File: config.mk
export PLATFORM = sky130hd
export DESIGN_NAME = mmc_card_spi_flat
export DESIGN_NICKNAME = d
export VERILOG_FILES = /design/src/rtl/mmc_pkg.sv /design/src/rtl/mmc_card_spi_if.sv /design/src/rtl/mmc_spi_byte.sv /design/src/rtl/mmc_card_spi.sv /design/src/flat_wrapper.sv
export SDC_FILE = /design/constraint.sdc
export NUM_CORES = 1
export LEC_CHECK = 0
export BUFFER_PORTS_ARGS = -buffer_cell sky130_fd_sc_hd__buf_2
export CORE_UTILIZATION = 40
export DETAILED_ROUTE_END_ITERATION = 10
export SETUP_SLACK_MARGIN = 0.1
export SLEW_MARGIN = 20
export SYNTH_ARGS = -nofsm -noshare
export SYNTH_HDL_FRONTEND = slang
export SYNTH_HIERARCHICAL = 1
export SYNTH_SLANG_ARGS = --single-unit
File: constraint.sdc
create_clock -name clk -period 2.45 [get_ports clk]
set_input_delay 0.245 -clock clk [delete_from_list [all_inputs] [get_ports clk]]
set_output_delay 0.245 -clock clk [all_outputs]
set_load 0.02 [all_outputs]
File: src/rtl/mmc_pkg.sv
// mmc_pkg: shared constants for the SPI-mode MMC/SD card responder.
//   Command indices, R1 bit values, data tokens, FSM state encoding and
//   the R1 response function.
package mmc_pkg;

   localparam logic [5:0] CMD0  = 6'd0;
   localparam logic [5:0] CMD1  = 6'd1;
   localparam logic [5:0] CMD16 = 6'd16;
   localparam logic [5:0] CMD17 = 6'd17;
   localparam logic [5:0] CMD24 = 6'd24;

   localparam logic [7:0] R1_READY   = 8'h00;
   localparam logic [7:0] R1_IDLE    = 8'h01;
   localparam logic [7:0] R1_ILLEGAL = 8'h04;
   localparam logic [7:0] R1_PARAM   = 8'h40;

   localparam logic [7:0] TOKEN_START    = 8'hFE;
   localparam logic [7:0] TOKEN_DATA_ACC = 8'h05;
   localparam logic [7:0] BYTE_FILL      = 8'hFF;
   localparam logic [7:0] BYTE_BUSY      = 8'h00;

   typedef enum logic [3:0] {
      S_IDLE     = 4'd0,
      S_CMD      = 4'd1,
      S_NCR      = 4'd2,
      S_R1       = 4'd3,
      S_RD_TOKEN = 4'd4,
      S_RD_DATA  = 4'd5,
      S_RD_CRC   = 4'd6,
      S_WR_WAIT  = 4'd7,
      S_WR_DATA  = 4'd8,
      S_WR_CRC   = 4'd9,
      S_WR_RESP  = 4'd10,
      S_WR_BUSY  = 4'd11
   } state_t;

   function automatic logic [7:0] calc_r1(input logic [5:0]  cmd,
                                          input logic [31:0] arg,
                                          input logic        idle,
                                          input logic [31:0] blk_len);
      logic [7:0] r;
      case (cmd)
         CMD0:         r = R1_IDLE;
         CMD1:         r = R1_READY;
         CMD16:        r = (arg == blk_len) ? R1_READY : R1_PARAM;
         CMD17, CMD24: r = idle ? (R1_ILLEGAL | R1_IDLE) : R1_READY;
         default:      r = idle ? (R1_ILLEGAL | R1_IDLE) : R1_ILLEGAL;
      endcase
      return r;
   endfunction

endpackage

File: src/rtl/mmc_card_spi_if.sv
// mmc_card_spi_if: SPI link and backing-store port of the card responder.
//   mmc_cs/mmc_sclk/mmc_do from host, mmc_di to host; byte-wide memory
//   port (mem_addr/mem_rd/mem_wr/mem_wdata/mem_rdata); debug card_idle and
//   state_out. slave = card side, master = host/memory side.
interface mmc_card_spi_if;
   logic        mmc_cs;
   logic        mmc_sclk;
   logic        mmc_do;
   logic        mmc_di;
   logic [31:0] mem_addr;
   logic        mem_rd;
   logic        mem_wr;
   logic [7:0]  mem_wdata;
   logic [7:0]  mem_rdata;
   logic        card_idle;
   logic [3:0]  state_out;

   modport slave (
      input  mmc_cs, mmc_sclk, mmc_do, mem_rdata,
      output mmc_di, mem_addr, mem_rd, mem_wr, mem_wdata, card_idle, state_out
   );

   modport master (
      output mmc_cs, mmc_sclk, mmc_do, mem_rdata,
      input  mmc_di, mem_addr, mem_rd, mem_wr, mem_wdata, card_idle, state_out
   );
endinterface

File: src/rtl/mmc_spi_byte.sv
// mmc_spi_byte: SPI mode-0 byte engine, card side.
//   Inputs : clk, reset, mmc_cs/mmc_sclk/mmc_do (async to clk), tx_load/tx_byte.
//   Outputs: mmc_di, cs_active (synchronized select), byte_done (8th rising
//            edge seen), rx_byte (valid while byte_done is high).
module mmc_spi_byte (
   input  logic       clk,
   input  logic       reset,
   input  logic       mmc_cs,
   input  logic       mmc_sclk,
   input  logic       mmc_do,
   input  logic       tx_load,
   input  logic [7:0] tx_byte,
   output logic       mmc_di,
   output logic       cs_active,
   output logic       byte_done,
   output logic [7:0] rx_byte
);
   logic       cs_s1_q, cs_s2_q;
   logic       sclk_s1_q, sclk_s2_q, sclk_prev_q;
   logic       do_s1_q, do_s2_q;
   logic [2:0] bit_cnt_q, bit_cnt_d;
   logic [6:0] rx_q, rx_d;
   logic [7:0] tx_q, tx_d;
   logic       miso_q, miso_d;
   logic       rise, fall;

   // MOSI goes through the same two stages as SCLK so both stay aligned
   always_ff @(posedge clk or posedge reset) begin
      if (reset) begin
         cs_s1_q     <= 1'b1;
         cs_s2_q     <= 1'b1;
         sclk_s1_q   <= 1'b0;
         sclk_s2_q   <= 1'b0;
         sclk_prev_q <= 1'b0;
         do_s1_q     <= 1'b0;
         do_s2_q     <= 1'b0;
         bit_cnt_q   <= 3'd0;
         rx_q        <= 7'd0;
         tx_q        <= 8'hFF;
         miso_q      <= 1'b1;
      end else begin
         cs_s1_q     <= mmc_cs;
         cs_s2_q     <= cs_s1_q;
         sclk_s1_q   <= mmc_sclk;
         sclk_s2_q   <= sclk_s1_q;
         sclk_prev_q <= sclk_s2_q;
         do_s1_q     <= mmc_do;
         do_s2_q     <= do_s1_q;
         bit_cnt_q   <= bit_cnt_d;
         rx_q        <= rx_d;
         tx_q        <= tx_d;
         miso_q      <= miso_d;
      end
   end

   assign cs_active = ~cs_s2_q;
   assign rise      = cs_active &  sclk_s2_q & ~sclk_prev_q;
   assign fall      = cs_active & ~sclk_s2_q &  sclk_prev_q;
   assign byte_done = rise & (bit_cnt_q == 3'd7);
   assign rx_byte   = {rx_q, do_s2_q};
   assign mmc_di    = miso_q;

   always_comb begin
      bit_cnt_d = bit_cnt_q;
      rx_d      = rx_q;
      tx_d      = tx_q;
      miso_d    = miso_q;
      if (!cs_active) begin
         bit_cnt_d = 3'd0;
         rx_d      = 7'd0;
         tx_d      = 8'hFF;
         miso_d    = 1'b1;
      end else begin
         if (rise) begin
            bit_cnt_d = bit_cnt_q + 3'd1;
            rx_d      = {rx_q[5:0], do_s2_q};
         end
         // The fall after a byte's 8th rise drives the freshly loaded MSB
         if (fall) begin
            miso_d = tx_q[7];
            tx_d   = {tx_q[6:0], 1'b1};
         end
         if (tx_load) tx_d = tx_byte;
      end
   end
endmodule

File: src/rtl/mmc_card_spi.sv
// mmc_card_spi: SPI-mode MMC/SD card responder.
//   Ports: clk, reset (async, active high), bus (mmc_card_spi_if.slave):
//   SPI link, byte-wide backing store port, card_idle and state_out.
//
//   state      | meaning
//   S_IDLE     | hunting for a 01xxxxxx command start byte
//   S_CMD      | collecting argument (4 bytes) and CRC
//   S_NCR      | 0xFF filler slots before R1
//   S_R1       | R1 response slot
//   S_RD_TOKEN | 0xFE start token slot
//   S_RD_DATA  | block read data slots
//   S_RD_CRC   | two 0xFF CRC slots
//   S_WR_WAIT  | discarding bytes until 0xFE
//   S_WR_DATA  | block write data, one mem_wr per byte
//   S_WR_CRC   | two discarded CRC bytes
//   S_WR_RESP  | 0x05 data-response slot
//   S_WR_BUSY  | busy 0x00 slots, then one 0xFF
module mmc_card_spi #(
   parameter int NCR        = 1,
   parameter int BUSY_BYTES = 4,
   parameter int BLOCK_LEN  = 512
) (
   input logic            clk,
   input logic            reset,
   mmc_card_spi_if.slave  bus
);
   import mmc_pkg::*;

   localparam logic [15:0] BLK_LAST  = 16'(BLOCK_LEN - 1);
   localparam logic [15:0] NCR_LAST  = (NCR > 0) ? 16'(NCR - 1) : 16'd0;
   localparam logic [15:0] BUSY_CNT  = 16'(BUSY_BYTES);

   state_t      state_q, state_d;
   logic [15:0] cnt_q, cnt_d;
   logic [5:0]  cmd_q, cmd_d;
   logic [31:0] arg_q, arg_d;
   logic [31:0] addr_q, addr_d;
   logic        idle_q, idle_d;
   logic        load_q;
   logic        cs_active, byte_done;
   logic [7:0]  rx_byte, tx_byte, r1;
   logic        rd_strobe, wr_strobe;

   mmc_spi_byte u_byte (
      .clk       (clk),
      .reset     (reset),
      .mmc_cs    (bus.mmc_cs),
      .mmc_sclk  (bus.mmc_sclk),
      .mmc_do    (bus.mmc_do),
      .tx_load   (load_q),
      .tx_byte   (tx_byte),
      .mmc_di    (bus.mmc_di),
      .cs_active (cs_active),
      .byte_done (byte_done),
      .rx_byte   (rx_byte)
   );

   always_ff @(posedge clk or posedge reset) begin
      if (reset) begin
         state_q <= S_IDLE;
         cnt_q   <= 16'd0;
         cmd_q   <= 6'd0;
         arg_q   <= 32'd0;
         addr_q  <= 32'd0;
         idle_q  <= 1'b1;
         load_q  <= 1'b0;
      end else begin
         state_q <= state_d;
         cnt_q   <= cnt_d;
         cmd_q   <= cmd_d;
         arg_q   <= arg_d;
         addr_q  <= addr_d;
         idle_q  <= idle_d;
         load_q  <= byte_done;
      end
   end

   assign r1 = calc_r1(cmd_q, arg_q, idle_q, 32'(BLOCK_LEN));

   // The tx byte loads one cycle after byte_done, so it is chosen from the
   // state being entered; that cycle is also when mem_rdata is valid.
   always_comb begin
      case (state_q)
         S_R1:       tx_byte = r1;
         S_RD_TOKEN: tx_byte = TOKEN_START;
         S_RD_DATA:  tx_byte = bus.mem_rdata;
         S_WR_RESP:  tx_byte = TOKEN_DATA_ACC;
         S_WR_BUSY:  tx_byte = (cnt_q != 16'd0) ? BYTE_BUSY : BYTE_FILL;
         default:    tx_byte = BYTE_FILL;
      endcase
   end

   always_comb begin
      state_d   = state_q;
      cnt_d     = cnt_q;
      cmd_d     = cmd_q;
      arg_d     = arg_q;
      addr_d    = addr_q;
      idle_d    = idle_q;
      rd_strobe = 1'b0;
      wr_strobe = 1'b0;
      if (!cs_active) begin
         state_d = S_IDLE;
         cnt_d   = 16'd0;
      end else if (byte_done) begin
         case (state_q)
            S_IDLE: if (rx_byte[7:6] == 2'b01) begin
               cmd_d   = rx_byte[5:0];
               cnt_d   = 16'd4;
               state_d = S_CMD;
            end
            S_CMD: if (cnt_q != 16'd0) begin
               arg_d = {arg_q[23:0], rx_byte};
               cnt_d = cnt_q - 16'd1;
            end else if (NCR == 0) begin
               state_d = S_R1;
            end else begin
               cnt_d   = NCR_LAST;
               state_d = S_NCR;
            end
            S_NCR: if (cnt_q != 16'd0) cnt_d = cnt_q - 16'd1;
                   else state_d = S_R1;
            S_R1: begin
               if (cmd_q == CMD0) idle_d = 1'b1;
               if (cmd_q == CMD1) idle_d = 1'b0;
               addr_d  = arg_q;
               state_d = S_IDLE;
               if (r1 == R1_READY && cmd_q == CMD17) state_d = S_RD_TOKEN;
               if (r1 == R1_READY && cmd_q == CMD24) state_d = S_WR_WAIT;
            end
            // Each read strobe fetches the byte for the following slot
            S_RD_TOKEN: begin
               rd_strobe = 1'b1;
               addr_d    = addr_q + 32'd1;
               cnt_d     = BLK_LAST;
               state_d   = S_RD_DATA;
            end
            S_RD_DATA: if (cnt_q != 16'd0) begin
               rd_strobe = 1'b1;
               addr_d    = addr_q + 32'd1;
               cnt_d     = cnt_q - 16'd1;
            end else begin
               cnt_d   = 16'd1;
               state_d = S_RD_CRC;
            end
            S_RD_CRC: if (cnt_q != 16'd0) cnt_d = cnt_q - 16'd1;
                      else state_d = S_IDLE;
            S_WR_WAIT: if (rx_byte == TOKEN_START) begin
               cnt_d   = BLK_LAST;
               state_d = S_WR_DATA;
            end
            S_WR_DATA: begin
               wr_strobe = 1'b1;
               addr_d    = addr_q + 32'd1;
               if (cnt_q != 16'd0) cnt_d = cnt_q - 16'd1;
               else begin
                  cnt_d   = 16'd1;
                  state_d = S_WR_CRC;
               end
            end
            S_WR_CRC: if (cnt_q != 16'd0) cnt_d = cnt_q - 16'd1;
                      else state_d = S_WR_RESP;
            S_WR_RESP: begin
               cnt_d   = BUSY_CNT;
               state_d = S_WR_BUSY;
            end
            S_WR_BUSY: if (cnt_q != 16'd0) cnt_d = cnt_q - 16'd1;
                       else state_d = S_IDLE;
            default: state_d = S_IDLE;
         endcase
      end
   end

   assign bus.mem_addr  = addr_q;
   assign bus.mem_rd    = rd_strobe;
   assign bus.mem_wr    = wr_strobe;
   assign bus.mem_wdata = wr_strobe ? rx_byte : 8'h00;
   assign bus.card_idle = idle_q;
   assign bus.state_out = state_q;
endmodule

File: src/flat_wrapper.sv
// flat-port wrapper written by rule: the top's interface ports become plain ports
module mmc_card_spi_flat import mmc_pkg::*;
#(
   parameter int NCR        = 1,
   parameter int BUSY_BYTES = 4,
   parameter int BLOCK_LEN  = 512
)
  (clk, reset, bus_mmc_cs, bus_mmc_sclk, bus_mmc_do, bus_mem_rdata, bus_mmc_di, bus_mem_addr, bus_mem_rd, bus_mem_wr, bus_mem_wdata, bus_card_idle, bus_state_out);
  mmc_card_spi_if bus_i ();
  input logic clk;
  input logic reset;
  input wire logic [$bits(bus_i.mmc_cs)-1:0] bus_mmc_cs;
  input wire logic [$bits(bus_i.mmc_sclk)-1:0] bus_mmc_sclk;
  input wire logic [$bits(bus_i.mmc_do)-1:0] bus_mmc_do;
  input wire logic [$bits(bus_i.mem_rdata)-1:0] bus_mem_rdata;
  output wire logic [$bits(bus_i.mmc_di)-1:0] bus_mmc_di;
  output wire logic [$bits(bus_i.mem_addr)-1:0] bus_mem_addr;
  output wire logic [$bits(bus_i.mem_rd)-1:0] bus_mem_rd;
  output wire logic [$bits(bus_i.mem_wr)-1:0] bus_mem_wr;
  output wire logic [$bits(bus_i.mem_wdata)-1:0] bus_mem_wdata;
  output wire logic [$bits(bus_i.card_idle)-1:0] bus_card_idle;
  output wire logic [$bits(bus_i.state_out)-1:0] bus_state_out;
  assign bus_i.mmc_cs = bus_mmc_cs;
  assign bus_i.mmc_sclk = bus_mmc_sclk;
  assign bus_i.mmc_do = bus_mmc_do;
  assign bus_i.mem_rdata = bus_mem_rdata;
  assign bus_mmc_di = bus_i.mmc_di;
  assign bus_mem_addr = bus_i.mem_addr;
  assign bus_mem_rd = bus_i.mem_rd;
  assign bus_mem_wr = bus_i.mem_wr;
  assign bus_mem_wdata = bus_i.mem_wdata;
  assign bus_card_idle = bus_i.card_idle;
  assign bus_state_out = bus_i.state_out;
  mmc_card_spi #(.NCR(NCR), .BUSY_BYTES(BUSY_BYTES), .BLOCK_LEN(BLOCK_LEN)) u_core (.clk(clk), .reset(reset), .bus(bus_i));
endmodule
Word level (Yosys, flattened, before mapping) --
Index checks and enable logic that the tools add are counted.
Word-level totals: input bits 13, flip-flop bits (word level) 118, output and inout port bits 48, logic and storage cells 130
Operators by class: reductions and logical operators 24, bitwise operators 8, add/subtract/negate cells 3, equality and inequality tests 29, muxes and demuxes 48
Operators with widths (number):
- $mux W16 | 7
- $pmux W16 S7 | 1
- $pmux W32 S3 | 1
- $pmux W4 S11 | 1
- $mux W4 | 10
- $mux W8 | 5
- $pmux W8 S5 | 1
- $add A32 B1 Y32 const B | 1
- $eq A32 B10 Y1 const B | 1
- $mux W32 | 1
- $pmux W8 S4 | 1
- $mux W7 | 3
- $eq A6 B5 Y1 const B | 3
- $ne A3 B3 Y1 const B | 6
- $eq A4 B3 Y1 const B | 4
- $eq A4 B4 Y1 const B | 4
- $reduce_and A4 Y1 | 4
- $reduce_bool A16 Y1 | 1
- $sub A16 B1 Y16 const B | 1
- $mux W3 | 5
- $mux W1 | 11
- $reduce_and A9 Y1 | 1
- $eq A4 B2 Y1 const B | 2
- $eq A8 B8 Y1 const B | 1
- other kinds (21) | 36

Longest topological paths before layout --
depth in word-level cells 10, depth in mapped cells 11, mapped depth without buffers 11

Cells and area by module --
Netlist, hierarchy kept.
Modules (own cells, without submodules):
- mmc_card_spi | times used 1, area an instance 5273.8 µm², cells each 582, sequential area each 2303.5 µm²
- mmc_spi_byte | times used 1, area an instance 1127.3 µm², cells each 95, sequential area each 664.4 µm²

Least setup slack after synthesis --
No wires, ideal clock.
kind register -> register, from register u_core.u_byte.sclk_s2_q, to register u_core.arg_q[10], required time 2.325 ns, arrival 2.284 ns, slack 0.041 ns, cell stages (with the launch flop) 9, path buffers 2, cell sequence dfrtp_1 > nor2b_1 > clkbuf_1 > and3_1 > and2_1 > nand2_1 > nor4_2 > buf_2 > mux2_2
On the way: word-level cells in the longest chain between the ends 4
RTL lines:
- start, declared | line mmc_spi_byte.sv:19 | logic sclk_s1_q, sclk_s2_q, sclk_prev_q;
- start signal, assigned | line mmc_spi_byte.sv:45 | sclk_s2_q <= sclk_s1_q;
- $and A1 B1 Y1 (2 in series) | line mmc_spi_byte.sv:57 | assign rise = cs_active & sclk_s2_q & ~sclk_prev_q;
- $and A1 B1 Y1 | line mmc_spi_byte.sv:59 | assign byte_done = rise & (bit_cnt_q == 3'd7);
- net u_core.byte_done | line mmc_card_spi.sv:40 | logic cs_active, byte_done;
- $reduce_and A4 Y1 (no line)
- end signal, assigned | line mmc_card_spi.sv:71 | arg_q <= arg_d;
- end, declared | line mmc_card_spi.sv:36 | logic [31:0] arg_q, arg_d;
The timed path passes the listed nets, and every way through them passes these cells. A chain may end at the register's enable or synchronous reset.

Worst setup path after layout --
from register u_core.cnt_q[1], to register u_core.cnt_q[13]
On the way: word-level cells in the longest chain between the ends 5, elaborated cells on any way between the ends 10, those cells by class add/sub (1); eq/ne (1); mux (6); reduce/logical (2)
RTL lines:
- start, declared | line mmc_card_spi.sv:34 | logic [15:0] cnt_q, cnt_d;
- start signal, assigned | line mmc_card_spi.sv:69 | cnt_q <= cnt_d;
- $sub A16 B1 Y16 / $reduce_bool A16 Y1 (equally long branches)
- $mux W16, on equally long branches
- $pmux W16 S7 | line mmc_card_spi.sv:106 | case (state_q)
- $mux W16 | line mmc_card_spi.sv:105 | end else if (byte_done) begin
- $mux W16 | line mmc_card_spi.sv:102 | if (!cs_active) begin
Parallel ways exist; a longest one is shown, timed or not. The select of a mux whose other input is x is not followed.

==> impl_metrics.ini <==
[outcome]
run_status = completed

[yosys]
netlist_instances = 677
synthFlopType = dfrtp_1
yosysTopAreaCellShare_pct = 41.4
netlist_area_mm2 = 0.00640
synth.area.top_cells = dfrtp_1, mux2_2, a21oi_1, dfstp_2, nand2_1
synth_warnings = 6
synth_area_leader_cell = dfrtp_1
synth_cell_types = 70
syn_area_per_cell_um2 = 9.46
ys_seq_area_share_pct = 46.4
async_reset_ff_share_pct = 100
synth_edf_count = 0
synth.net_count = 694
ys_seq_elements = 118

[pwr]
switchingPower_mw = 1.05
peakVddDrop_uv = 485
leakagePower_nw = 3.56
p_int_mw = 3.89
p_per_area_mw_per_mm2 = 613
swShare_pct = 21.3
pwr-share-clk_pct = 55.2
combPwrFrac_pct = 4.4
pwr-share-seq_pct = 40.3

[clocking]
clk_pin_slew_ps = 60
cts_buffer_depth = 2
cts_buffers = 17
cts-root-buf = clkbuf_16
clkLatencyLatePin_ps = 410
cts.sinks = 118
cts_tree = yes
ctsHtreeMaxLevel = 4

[die]
start_util_pct = 41.5
ioPinCount = 61
core_area_mm2 = 0.0154
die-area_mm2 = 0.0165
die_y_um = 129
rows = 45
dieWidth_um = 129

[critical_path]
worst_path_most_repeated_cell = or3_4
cp_cell_sequence = buf_4, or4_4, or3_4, or3_4, or3_1, a21oi_1
worstSetupPathType = flop to flop
cpPeakStageDelay_ps = 540
startpoint_type = flop
path_max_fanout = 4
endpoint_kind = flop
crit_arrival_ps = 2650
required_ps = 2790
ff2ff_path_depth = 6
cp_slowest_cell = or4_4

[hold_path]
hold_path_depth = 5
hp-class = primary input to flop

[timing]
finalHoldWorstSlack_ps = 311
rsz0062_at_grt = yes
max_freq_mhz = 432
finalMaxSlewViolations = 0
setup_viol = 0
fin_crit_ps = 2310
fin_crit_sh_pct = 94.5
relSlewSlack_pct = 37.3
finalWorstSetupSlack_ps = 135
worst_pin_slew_ps = 939
clock_skew_ps = 7.54
finalHoldViolations = 0

[finish]
final_core_util_pct = 52.3
insertedDiodeCount = 0
area.growth.synth_to_final_pct = 26.0
drive_gt1_share_pct = 29.1
final_cell_mix = dfrtp_1, nand2_1, a21oi_1
final_common_cell = dfrtp_1
nets = 794

[grt]
overflow = 0
grt.total_usage_pct = 22.2
grt_pass1_vias = 5373
grt_max_degree = 41
grt_pass1_wl_um = 28700
antenna_found_initial = 0

[place]
io_buffers = 60
place_congestion = 0.881
dp_hpwl_um = 11900
place_ws_ps = -64.6

[routing]
drtAntennaViolNets = 0
wl_per_cell_um = 17.5
wl_um = 17600
vias = 5766
firstDrtPassIters = 5
via_per_inst = 5.76
route.detailed.drc = 0
drt_iter0_markers = 730

[flow_run]
drv_cap = 0
## power by group through the flow
stage	sequential [mW]	combinational [mW]	clock [mW]
after floorplan	2.02	0.130	0
after global placement	2.02	0.200	0
after detailed placement	2.02	0.204	0
after CTS	1.99	0.210	2.78
after global routing	1.99	0.246	2.87
final	1.99	0.219	2.73
## cell families after synthesis
group / after synthesis / synth area share (%)
buffers and inverters: 48 / 3.48
adder cells (fa/ha/maj): 4 / 0.782
flip-flops: 118 / 46.4
AO/OA/AOI/OAI: 194 / 18.4
multiplexers: 56 / 10.0
AND/OR/NAND/NOR: 252 / 20.3
XOR/XNOR: 5 / 0.684
## layout make-up
| type | instances | area, µm² |
|---|---|---|
| Inverter | 12 | 48.8 |
| Clock buffer | 20 | 447 |
| Multi-Input combinational cell | 512 | 3310 |
| Fill cell | 1418 | 7360 |
| Clock inverter | 12 | 201 |
| Tap cell | 211 | 264 |
| Sequential cell | 118 | 2970 |
| Timing Repair Buffer | 116 | 826 |
## worst max-delay path: cells and delay by family, from the launching register on
kind / cells / cell delay (ps)
flops: 1 / 380
buf+inv: 1 / 140
simple gates: 4 / 1580
compound gates: 1 / 120
## repair_timing
action,in CTS,in global routing
endpoints found under the setup margin,57,71
pin swaps,0,4
resized for setup,9,15
cloned,0,1
hold endpoints to repair,24,0
buffers inserted,2,8
hold buffers,4,0
## synthesized netlist by cell type (13+ instances only)
library cell / number
nor2_1: 40
nand2_1: 80
nor3_1: 16
dfrtp_1: 106
nor4_1: 14
a21oi_1: 70
nand4_1: 15
o22ai_1: 13
mux2_2: 37
clkbuf_1: 17
nand3_1: 24
o21ai_0: 53
## state kept, by name, indices dropped and copies added, names as in the netlist, 3 cells and up
signal,cells
u_core/arg_q,32
u_core/bus.mem_addr,32
u_core/bus.state_out,4
u_core/cmd_q,6
u_core/cnt_q,16
u_core/u_byte/bit_cnt_q,3
u_core/u_byte/rx_q,7
u_core/u_byte/tx_q,8
## per-layer routing
metal  up-vias  track usage, %  part of all wire [%]
li1       2707               -                     -
met1      2835            31.8                    47
met2       197            33.0                    46
met3        27            4.99                   5.5
met4         0            7.61                   1.5
met5         -               0                     0
## metrics by stage
step                std cells  TNS (ps)  power, mW  cell area, µm²
finish                   1001         0       4.94            8070
detailed placement        954      -286       2.23            7210
CTS                       992         0       4.98            7940
global placement          954         0       2.22            7210
floorplan                 677         0       2.15            6410
global route             1001         0       5.11            8070
## path summary, 6_finish.rpt
check,from,end,slack (ps)
worst min-delay path,bus_mem_rdata[0],u_core/u_byte/tx_q[0],310
min in group asynchronous,reset,u_core/load_q,450
worst max-delay path,u_core/cnt_q[1],u_core/cnt_q[13],140
worst max register to register,u_core/cnt_q[1],u_core/cnt_q[13],140
worst min register to register,u_core/u_byte/sclk_s1_q,u_core/u_byte/sclk_s2_q,350
max in group asynchronous,reset,u_core/bus.mem_addr[24],1160
Power figures use the tool's default switching activity.
